### src/rtl/binary_to_bcd_seq.sv
// Sequential binary-to-BCD converter (shift-add-3), one input bit per clock,
// with valid/ready handshakes on input and output and a sticky overflow flag.
module binary_to_bcd_seq #(
  parameter int WIDTH  = 16,
  parameter int DIGITS = 5,
  parameter int CW     = $clog2(WIDTH + 1)
) (
  input  logic                  clk,
  input  logic                  rst_n,
  input  logic [WIDTH-1:0]      in,
  input  logic                  in_valid,
  output logic                  in_ready,
  output logic [4*DIGITS-1:0]   bcd,
  output logic                  overflow,
  output logic                  out_valid,
  input  logic                  out_ready,
  output logic                  busy
);

  typedef enum logic [1:0] {
    S_IDLE,
    S_SHIFT,
    S_DONE
  } state_t;

  state_t                r_state;
  state_t                w_next_state;
  logic [WIDTH-1:0]      r_bin;
  logic [4*DIGITS-1:0]   r_bcd;
  logic                  r_ovf;
  logic [CW-1:0]         r_count;

  logic [4*DIGITS-1:0]   w_adj;
  logic [4*DIGITS-1:0]   w_shift_bcd;
  logic                  w_shift_out;
  logic                  w_last;

  // Add-3 correction per digit; the 4-bit sum never carries since digits are <= 9.
  always_comb begin
    w_adj = r_bcd;
    for (int k = 0; k < DIGITS; k++) begin
      if (r_bcd[4*k +: 4] >= 4'd5) begin
        w_adj[4*k +: 4] = r_bcd[4*k +: 4] + 4'd3;
      end
    end
  end

  assign w_shift_bcd = {w_adj[4*DIGITS-2:0], r_bin[WIDTH-1]};
  assign w_shift_out = w_adj[4*DIGITS-1];
  assign w_last      = (r_count == CW'(1));

  always_ff @(posedge clk or negedge rst_n) begin
    if (!rst_n) begin
      r_state <= S_IDLE;
    end else begin
      r_state <= w_next_state;
    end
  end

  always_comb begin
    w_next_state = r_state;
    in_ready     = 1'b0;
    busy         = 1'b0;
    out_valid    = 1'b0;
    case (r_state)
      S_IDLE: begin
        in_ready = 1'b1;
        if (in_valid) begin
          w_next_state = S_SHIFT;
        end
      end
      S_SHIFT: begin
        busy = 1'b1;
        if (w_last) begin
          w_next_state = S_DONE;
        end
      end
      S_DONE: begin
        out_valid = 1'b1;
        if (out_ready) begin
          w_next_state = S_IDLE;
        end
      end
      default: begin
        w_next_state = S_IDLE;
      end
    endcase
  end

  // Datapath registers only move on an accepted input or during SHIFT, so
  // the result stays frozen through DONE regardless of the input pins.
  always_ff @(posedge clk or negedge rst_n) begin
    if (!rst_n) begin
      r_bin   <= '0;
      r_bcd   <= '0;
      r_ovf   <= 1'b0;
      r_count <= '0;
    end else begin
      case (r_state)
        S_IDLE: begin
          if (in_valid) begin
            r_bin   <= in;
            r_bcd   <= '0;
            r_ovf   <= 1'b0;
            r_count <= CW'(WIDTH);
          end
        end
        S_SHIFT: begin
          r_bin   <= r_bin << 1;
          r_bcd   <= w_shift_bcd;
          r_ovf   <= r_ovf | w_shift_out;
          r_count <= r_count - CW'(1);
        end
        default: begin
        end
      endcase
    end
  end

  assign bcd      = r_bcd;
  assign overflow = r_ovf;

endmodule

### config.mk
export PLATFORM = sky130hd
export DESIGN_NAME = binary_to_bcd_seq
export DESIGN_NICKNAME = d
export VERILOG_FILES = /design/src/rtl/binary_to_bcd_seq.sv
export SDC_FILE = /design/constraint.sdc
export NUM_CORES = 1
export LEC_CHECK = 0
export ABC_AREA = 1
export BUFFER_PORTS_ARGS = -buffer_cell sky130_fd_sc_hd__buf_2
export CAP_MARGIN = 30
export CORE_MARGIN = 2
export CORE_UTILIZATION = 30
export CTS_BUF_LIST = sky130_fd_sc_hd__clkbuf_16
export DETAILED_ROUTE_END_ITERATION = 8
export MAX_ROUTING_LAYER = met4
export PLACE_DENSITY_LB_ADDON = 0.1
export SLEW_MARGIN = 20
export SYNTH_ARGS = -nofsm -noshare
export SYNTH_HDL_FRONTEND = slang
export SYNTH_SLANG_ARGS = --single-unit
### constraint.sdc
create_clock -name clk -period 2.41 [get_ports clk]
set_input_delay 0.1205 -clock clk [delete_from_list [all_inputs] [get_ports clk]]
set_output_delay 0.1205 -clock clk [all_outputs]
set_load 0.005 [all_outputs]
==> results of run 1 <==
state kept, by name, summed over array words and instances (netlist names):
signal    flops
bcd          20
r_bin        16
r_count       5
r_state       2
overflow      1
kinds of logic (layout without fill, tap and decap cells):
logic type	after synthesis	after routing	share of synthesized area, %
AOI/OAI and AO/OA	36	36	9.359
DFF	44	44	45.50
adders and majority gates	12	12	6.205
and+or+nand+nor	169	169	29.99
buffers and inverters	45	90	8.945
worst max-delay path, stage by stage, from the launching register on:
cell,delay (ns)
dfrtp_1,0.40
inv_2,0.10
nand2_4,0.14
inv_4,0.31
buf_2,0.18
worst max path at each step:
stage	start	to	slack, ns	depth (start not counted)
floorplan	bcd[0]$_DFFE_PN0P_	bcd[1]$_DFFE_PN0P_	1.23	8
global placement	r_state[1]$_DFFE_PN0P_	r_bin[14]$_DFFE_PN0P_	1.04	6
detailed placement	r_state[1]$_DFFE_PN0P_	r_bin[10]$_DFFE_PN0P_	1.00	6
CTS	r_state[1]$_DFFE_PN0P_	busy	0.84	4
global route	r_state[1]$_DFFE_PN0P_	busy	0.76	4
finish	r_state[1]$_DFFE_PN0P_	busy	0.88	4
final cells by class:
class / count / area (µm²) / share of cell area [%]
repair buffers: 45 / 232.7 / 8.087
inverters: 37 / 146.4 / 5.087
flip-flops and latches: 44 / 1101 / 38.26
multi-input cells: 217 / 1102 / 38.30
clock inverters: 3 / 42.54 / 1.478
well taps: 102 / 127.6 / 4.435
clock buffers: 5 / 125.1 / 4.348
power by group:
group          internal (mW)  total [mW]  switching [mW]
combinational          0.673        1.76            1.08
sequential              1.07        1.34           0.268
clock                  0.487       0.766           0.279
total                   2.23        3.86            1.63
stage by stage:
step | hold slack [ns] | worst slack [ns] | std cells
after global placement | 0.03564 | 1.043 | 444
after CTS | 0.02808 | 0.8394 | 453
after floorplan | -0.1751 | 1.232 | 306
after global routing | 0.04150 | 0.7614 | 453
after detailed placement | 0.03899 | 1.003 | 444
final | 0.03212 | 0.8812 | 453
Yosys cell counts:
cell type,instances,area (µm²)
buf_6,4,45.04
buf_2,2,10.01
inv_1,33,123.9
nand2_2,1,6.260
o22ai_1,7,43.79
o211ai_1,11,82.58
nand4_1,10,62.56
nand2_4,3,33.78
nor2_2,1,6.260
o21ai_1,2,10.01
nor2_1,12,45.04
o21ai_0,6,30.03
buf_4,2,15.01
ha_1,12,150.1
inv_2,1,3.750
nand2_1,111,416.7
nand3_1,30,150.1
dfrtp_1,44,1101
nor3_1,1,5.000
a21oi_1,6,30.03
inv_4,3,18.77
o21bai_1,4,30.03
per-layer routing:
metal / part of all wire [%] / vias to the layer above / routed length, µm / global-route usage (%)
met5: 0 / - / 0 / -
met3: 4.0 / 6 / 221 / 2.408
met1: 51 / 935 / 2823 / 18.33
li1: - / 1082 / - / -
met4: 1.3 / 0 / 70 / 4.348
met2: 43 / 53 / 2381 / 20.54
==> impl_results.md, run 1 <==
* Run status: complete, no violations
* Hpwl dp at 3853 µm
* Max_slew headroom at 71.89%
* Total routed wirelength at 5497 µm
* Post-layout utilization of the core at approximately 37%
* Leakage power total at 1.507 nW
* Number of fill cells at 831
* Tightest Pin Transition at 0.4216 ns
* Nets at between 300 and 400
* Synthesized area per cell at 7.908 µm²
* Quantity of I/O buffers inserted on ports at 43
* Max-slew violation total from the final report at 0
* Distinct cell type count after synthesis at 22
* Final min period at 1.529 ns
* Setup repair after global routing missed its margin: no
* Worst hold path endpoint: r_bin[0]$_DFFE_PN0P_
* Data required time of the critical path at 2.29 ns
* Hold Path Cell Cnt at 3
* Post-CTS setup buffer count at 0
* Routability-driven placement congestion ratio at 0.8416
* Peak clock frequency supported by timing at 0.6541 GHz
* Final-report hold violation count at 0
* Latest clock arrival within the worst-skew pair at 0.28 ns
* Number of flip-flops and latches in the synthesized netlist at 44
* Worst-path clk slew at 0.06 ns
* Maximum buffer depth of the clock tree at 2
* Area of placed instances at about 2700 µm²
* DRT Pass-1 Iters at 4
* Launching point of the worst reg2reg path: r_state[1]$_DFFE_PN0P_
* Power per Cell Area at 1342 nW/µm²
* Post-synthesis sequential area ratio at 45.50%
* Element type at the critical path start: register
* CTS HTree Levels at 2
* Site row count at 32
* Starting Density at between 30% and 40%
* Hold-fix buffers at CTS at 1
* Post-route clock skew at 0.003526 ns
* Sink count of the clock tree at 44
* Post-detailed-route wirelength per cell at about 12 µm
* Post-route setup TNS at 0 ns
* Setup-failing EPs final at 0
* Total grt overflow at 0
* CTS tree: done
* Worst endpoint data arrival time at around 1.4 ns
* Critical path capture point type: output pin
* Antenna diodes at 0
* Worst reg2reg path depth at 6
* Post-layout power at a little under 4 mW
* Chip Width at between 90 and 100 µm
* Share of layout cells above drive strength 1 at 17.38%
* Max capacitance violation total at 0
* Critical Setup Path Class: register to output pin
* R2r endpoint: r_bin[10]$_DFFE_PN0P_
* Post-detailed-route DRC marker count at 0
* Number of buffers created by CTS at 5
* Detail-routed via count per cell at 4.583
* Largest fanout of any net on the critical path at 32
* Count of cells resized by post-cts repair at 0
* Via count of the first global-routing pass at between 1500 and 2000
* Startpoint of the worst hold path: in[0]
* Vias after detailed routing at 2076
* Antenna violations before repair at 0
* Synthesized net count at 338
* Routed Antenna Nets at 0
* Master cell of the clock root buffer: clkbuf_16
* Die boundary height at between 90 and 100 µm
* Worst R2R Setup Slack at 1.02 ns
* Violation count after the first detailed-route iteration at 118
* Leading cell type in the layout, fill and taps excluded: nand2_1
* Final standard cell area without fillers at 2878 µm²
* Total die area at just under 9000 µm²
* Commonest cells after routing, fill and taps aside: 111 x nand2_1, 44 x dfrtp_1, 43 x buf_2
* Total of warnings raised by yosys at 0
* Relative area change from synthesis to final layout at 18.92%
* Synth Cell Area at between 2000 and 2500 µm²
* Total routing usage reported by global routing at 13.50%
* Cells after Synth at approximately 310
* Final worst-path cycle share at between 60% and 70%
* Core footprint at 7767 µm²
* Worst vdd ir at 355.9 µV
* Wire length of the first global-routing pass at slightly above 9000 µm
* Maximum number of pins on one net before global-route repair at 33
* # IOs at 44
* Class of the tightest hold or removal check: input port to register
No activity file was read; power rests on OpenSTA's default activity.
==> run 2: changes to the inputs <==
- clock period: 2.41 -> 1.4 ns (I/O delays scaled with it)
==> run 2 against run 1 <==
Critical path depth increased by 1. Power increased by 82%. Final cell count increased by 3.1%. Sequential share of layout area decreased by 2.0 points. Core utilization increased by 2.0 points. Global-route usage increased by 1.2 points. Highest routed layer unchanged. Worst hold slack got worse by 0.032 ns. Die area unchanged.
==> impl_results.md, run 2 (synthesis gave the netlist of run 1 again) <==
* Sink count of the clock tree at 44 (unchanged)
* Element type at the critical path start: register
* Worst reg2reg path depth at 8 (+2)
* # IOs at 44 (unchanged)
* Post-route clock skew at 0.005865 ns (+0.002339 ns)
* Leading cell type in the layout, fill and taps excluded: nand2_1
* Launching point of the worst reg2reg path: bcd[8]$_DFFE_PN0P_
* Share of layout cells above drive strength 1 at 20.27% (+2.9 points)
* Starting Density at 31.15% (unchanged)
* Routed Antenna Nets at 0 (unchanged)
* Worst R2R Setup Slack at 0.10 ns (-0.92 ns)
* Critical Setup Path Class: register to output pin
* Chip Width at 93.81 µm (unchanged)
* Final-report hold violation count at 0 (unchanged)
* Nets at 396 (+3.7%)
* Number of flip-flops in the largest register at 20 (unchanged)
* Met3 Routed Length at 273 µm (+24%)
* Class of the tightest hold or removal check: input port to register
* Site row count at 32 (unchanged)
* Detail-routed via count per cell at 4.645 (+1.3%)
* Highest routed metal layer: met4
* Leakage power total at 1.601 nW (+6.3%)
* Max capacitance violation total at 0 (unchanged)
* Worst endpoint data arrival time at 1.27 ns (-0.14 ns)
* Antenna diodes at 0 (unchanged)
* R2r endpoint: bcd[10]$_DFFE_PN0P_
* Post-route setup TNS at 0 ns (unchanged)
* Commonest cells after routing, fill and taps aside: 111 x nand2_1, 44 x dfrtp_1, 43 x buf_2
* Latest clock arrival within the worst-skew pair at 0.29 ns (about the same)
* Post-layout utilization of the core at 39.09% (+2.0 points)
* Total die area at 8800 µm² (unchanged)
* Tightest Pin Transition at 0.2749 ns (-0.1467 ns)
* Relative area change from synthesis to final layout at 25.49%
* Largest fanout of any net on the critical path at 15 (-53%)
* Critical path capture point type: output pin
* CTS tree: done
* Final worst-path cycle share at between 90% and 100%
* Worst-path clk slew at 0.06 ns (about the same)
* Peak clock frequency supported by timing at 0.7475 GHz
* Worst vdd ir at 734.8 µV (+110%)
* Post-detailed-route DRC marker count at 0 (unchanged)
* Vias after detailed routing at 2169 (+4.5%)
* Post-layout power at 7.019 mW (+82%)
* Via count of the first global-routing pass at 2144 (+12%)
* DRT Pass-1 Iters at 4 (unchanged)
* Hpwl dp at 3944 µm (+2.4%)
* Total routing usage reported by global routing at 14.72% (+1.2 points)
* Final min period at 1.338 ns
* Number of buffers created by CTS at 5 (unchanged)
* Max_slew headroom at 81.53% (+9.6 points)
* Quantity of I/O buffers inserted on ports at 43 (unchanged)
* Power per Cell Area at 2311 nW/µm² (+72%)
* Post-detailed-route wirelength per cell at 12.32 µm (+1.5%)
* Antenna violations before repair at 0 (unchanged)
* Startpoint of the worst hold path: in[7]
* Setup-failing EPs final at 0 (unchanged)
* Total routed wire length on the met1 layer at 2832 µm (+0.32%)
* Maximum buffer depth of the clock tree at 2 (unchanged)
* Master cell of the clock root buffer: clkbuf_16
* Hold Path Cell Cnt at 3 (unchanged)
* Core footprint at 7767 µm² (unchanged)
* Maximum number of pins on one net before global-route repair at 45 (+36%)
* CTS HTree Levels at 2 (unchanged)
* Max-slew violation total from the final report at 0 (unchanged)
* Violation count after the first detailed-route iteration at 75 (-36%)
* Run status: complete, no violations
* Die boundary height at 93.81 µm (unchanged)
* Total grt overflow at 0 (unchanged)
* Data required time of the critical path at 1.33 ns (-0.96 ns)
* Detailed-routed wire length on met2 at 2566 µm (+7.8%)
* Wire length of the first global-routing pass at 9991 µm (+8.0%)
* Worst hold path endpoint: r_bin[7]$_DFFE_PN0P_
* Total routed wirelength at 5754 µm (+4.7%)
* Routability-driven placement congestion ratio at 0.7480 (-11%)
-- run 2: cell count changes in the layout (fill, tap and decap cells not counted), moves of 2 or more --
cell           previous run  this run
buf_4                     1         9
buf_12                    0         3
dlygate4sd3_1             1         4
nand3_1                  30        28
nand3_2                   0         2
-- run 2: cell type report --
| cell class | count | area, µm² |
|---|---|---|
| fillers | 822 | 4731 |
| multi-input cells | 217 | 1112 |
| flip-flops and latches | 44 | 1101 |
| repair buffers | 59 | 382.9 |
| inverters | 37 | 148.9 |
| well taps | 102 | 127.6 |
| clock buffers | 5 | 125.1 |
| clock inverters | 3 | 38.79 |
-- run 2: how the worst max path moves through the flow --
| stage | cells past startpoint | end | slack (ns) | startpoint |
|---|---|---|---|---|
| 4_1_cts | 5 | busy | 0.03 | r_state[1]$_DFFE_PN0P_ |
| 3_3_place_gp | 8 | bcd[2]$_DFFE_PN0P_ | 0.11 | bcd[0]$_DFFE_PN0P_ |
| 6_report | 5 | busy | 0.06 | r_state[1]$_DFFE_PN0P_ |
| 3_5_place_dp | 8 | bcd[10]$_DFFE_PN0P_ | 0.10 | bcd[8]$_DFFE_PN0P_ |
| 5_1_grt | 8 | bcd[6]$_DFFE_PN0P_ | -0.02 | bcd[5]$_DFFE_PN0P_ |
| 2_1_floorplan | 8 | bcd[1]$_DFFE_PN0P_ | 0.22 | bcd[0]$_DFFE_PN0P_ |
-- run 2: worst max-delay path, cell delays in order (launching register included) --
cell and delay (ns):
dfrtp_1 0.39, inv_2 0.09, nand2_4 0.10, inv_6 0.12, buf_12 0.15, buf_2 0.11
-- run 2: timing repair --
item | CTS | global route
hold buffers | 4 | 0
buffers inserted | 0 | 3
endpoints found under the hold margin | 47 | 0
gates resized for setup | 0 | 4
endpoints found under the setup margin | 0 | 8
-- run 2: power by group --
part / total (mW) / internal [mW] / switching, mW
Combinational: 3.40 / 1.41 / 1.99
Sequential: 2.29 / 1.84 / 0.442
Clock: 1.33 / 0.833 / 0.497
Total: 7.02 / 4.08 / 2.93
-- run 2: layer usage --
metal,up-vias,track usage [%]
met5,-,-
met4,0,4.348
met3,11,3.933
met2,51,22.86
met1,995,18.94
li1,1112,-
-- run 2: per-stage QoR --
| step | cell area [µm²] | hold WS, ns | setup slack, ns | std cells |
|---|---|---|---|---|
| 3_5_place_dp | 2798 | 0.07467 | 0.1025 | 452 |
| 6_report | 3037 | 0.0002473 | 0.06215 | 467 |
| 2_1_floorplan | 2420 | -0.2256 | 0.2222 | 306 |
| 5_1_grt | 3037 | 0.01821 | -0.01610 | 467 |
| 4_1_cts | 3002 | 0.001347 | 0.02982 | 464 |
| 3_3_place_gp | 2798 | 0.08194 | 0.1112 | 452 |
==> run 3: changes to the inputs <==
- RECOVER_POWER: not set -> 100
==> run 3 against run 2 <==
Clock-buffer cell count unchanged. Clock skew about the same. Global-route usage unchanged. Critical path type unchanged. Largest cell class unchanged. Highest routed layer unchanged.
==> impl_results.md, run 3 (synthesis gave the netlist of run 1 again) <==
* Vias after detailed routing at 2171 (+0.092%)
* # IOs at 44 (unchanged)
* Violation count after the first detailed-route iteration at 89 (+19%)
* Max-slew violation total from the final report at 0 (unchanged)
* Peak clock frequency supported by timing at 0.7564 GHz (+1.2%)
* Final worst-path cycle share at 94.43% (-1.1 points)
* Max_slew headroom at 57.29% (-24 points)
* Starting Density at 31.15% (unchanged)
* Worst path setup slack after routing at 0.07797 ns (+0.01582 ns)
* CTS HTree Levels at 2 (unchanged)
* Relative area change from synthesis to final layout at 23.27%
* Maximum number of pins on one net before global-route repair at 45 (unchanged)
* Largest fanout of any net on the critical path at 15 (unchanged)
* Post-layout power at 6.914 mW (-1.5%)
* Critical path capture point type: output pin
* Place WS at 0.1025 ns (unchanged)
* Antenna diodes at 0 (unchanged)
* Detail-routed via count per cell at 4.649 (about the same)
* Post-route clock skew at 0.005893 ns (+0.00002834 ns)
* Worst endpoint data arrival time at 1.25 ns (-0.02 ns)
* Leading cell type in the layout, fill and taps excluded: nand2_1
* Cell count after placement at 452 (unchanged)
* Nets at 396 (unchanged)
* Master cell of the clock root buffer: clkbuf_16
* Total grt overflow at 0 (unchanged)
* Commonest cells after routing, fill and taps aside: 112 x nand2_1, 44 x dfrtp_1, 34 x buf_2
* Antenna violations before repair at 0 (unchanged)
* DRT Pass-1 Iters at 4 (unchanged)
* Share of layout cells above drive strength 1 at 16.16% (-4.1 points)
* Final min period at 1.322 ns (-0.01582 ns)
* Tightest Pin Transition at 0.6406 ns (+0.3657 ns)
* Site row count at 32 (unchanged)
* Hpwl dp at 3944 µm (unchanged)
* Setup-failing EPs final at 0 (unchanged)
* Core footprint at 7767 µm² (unchanged)
* Post-route worst hold slack at 0.001184 ns (+0.0009363 ns)
* Number of buffers created by CTS at 5 (unchanged)
* Post-layout utilization of the core at 38.40% (-0.69 points)
* Maximum buffer depth of the clock tree at 2 (unchanged)
* Total routed wirelength at 5757 µm (about the same)
* Leakage power total at 1.542 nW (-3.7%)
* Number of flip-flops in the largest register at 20 (unchanged)
* Wire length of the first global-routing pass at 9991 µm (unchanged)
* Final std cells w/o fill at 467 (unchanged)
* Critical Setup Path Class: register to output pin
* Chip Width at 93.81 µm (unchanged)
* Final-report hold violation count at 0 (unchanged)
* CTS tree: done
* Worst R2R Setup Slack at 0.10 ns (about the same)
* Latest clock arrival within the worst-skew pair at 0.29 ns (about the same)
* Worst reg2reg path depth at 8 (unchanged)
* Element type at the critical path start: register
* Worst vdd ir at 730.6 µV (-0.57%)
* Routability-driven placement congestion ratio at 0.7480 (unchanged)
* Class of the tightest hold or removal check: input port to register
* Worst-path clk slew at 0.06 ns (about the same)
* Routed Antenna Nets at 0 (unchanged)
* Die boundary height at 93.81 µm (unchanged)
* Hold Path Cell Cnt at 3 (unchanged)
* Total die area at 8800 µm² (unchanged)
* Max capacitance violation total at 0 (unchanged)
* Sink count of the clock tree at 44 (unchanged)
* Data required time of the critical path at 1.33 ns (about the same)
* Power per Cell Area at 2318 nW/µm² (+0.28%)
* Quantity of I/O buffers inserted on ports at 43 (unchanged)
* Post-detailed-route wirelength per cell at 12.33 µm (about the same)
* Via count of the first global-routing pass at 2144 (unchanged)
* Post-detailed-route DRC marker count at 0 (unchanged)
* Total routing usage reported by global routing at 14.72% (unchanged)
* Run status: complete, no violations
[run 3: what timing repair did]
item / in CTS / in global routing
buffers inserted: 0 / 3
hold endpoints to repair: 47 / 0
endpoints found under the setup margin: 0 / 8
hold buffers: 4 / 0
gates resized for setup: 0 / 4
[run 3: critical path, cell delays in order, from the launching register on]
cell and delay [ns]:
dfrtp_1 0.39, inv_2 0.09, nand2_4 0.10, inv_6 0.12, buf_12 0.14, buf_2 0.11
[run 3: metrics by stage]
step / setup TNS (ns) / area, µm²
floorplan: 0 / 2420
global placement: 0 / 2798
detailed placement: 0 / 2798
CTS: 0 / 3002
global route: -0.01610 / 2983
finish: 0 / 2983
[run 3: cell type report]
type | count | area (µm²)
fillers | 834 | 4785
multi-input cells | 217 | 1102
flip-flops and latches | 44 | 1101
repair buffers | 59 | 339.1
inverters | 37 | 148.9
well taps | 102 | 127.6
clock buffers | 5 | 125.1
clock inverters | 3 | 38.79
[run 3: worst paths after layout]
kind	startpoint	end
setup / recovery	r_state[1]$_DFFE_PN0P_	busy
hold / removal	in[7]	r_bin[7]$_DFFE_PN0P_
setup reg to reg	bcd[8]$_DFFE_PN0P_	bcd[10]$_DFFE_PN0P_
hold reg to reg	r_bin[0]$_DFFE_PN0P_	r_bin[0]$_DFFE_PN0P_
max in group asynchronous	rst_n	bcd[12]$_DFFE_PN0P_
min in group asynchronous	rst_n	bcd[9]$_DFFE_PN0P_
[run 3: power by group]
group / internal, mW / total [mW] / switching, mW
combinational: 1.32 / 3.30 / 1.98
sequential: 1.84 / 2.28 / 0.439
clock: 0.833 / 1.33 / 0.495
total: 4.00 / 6.91 / 2.92
[run 3: layer usage]
layer,global-route usage [%],share of wire [%],routed length [µm]
met4,4.348,1.4,82
met1,18.94,49,2832
met3,3.933,4.8,279
met5,-,0,0
met2,22.86,45,2562
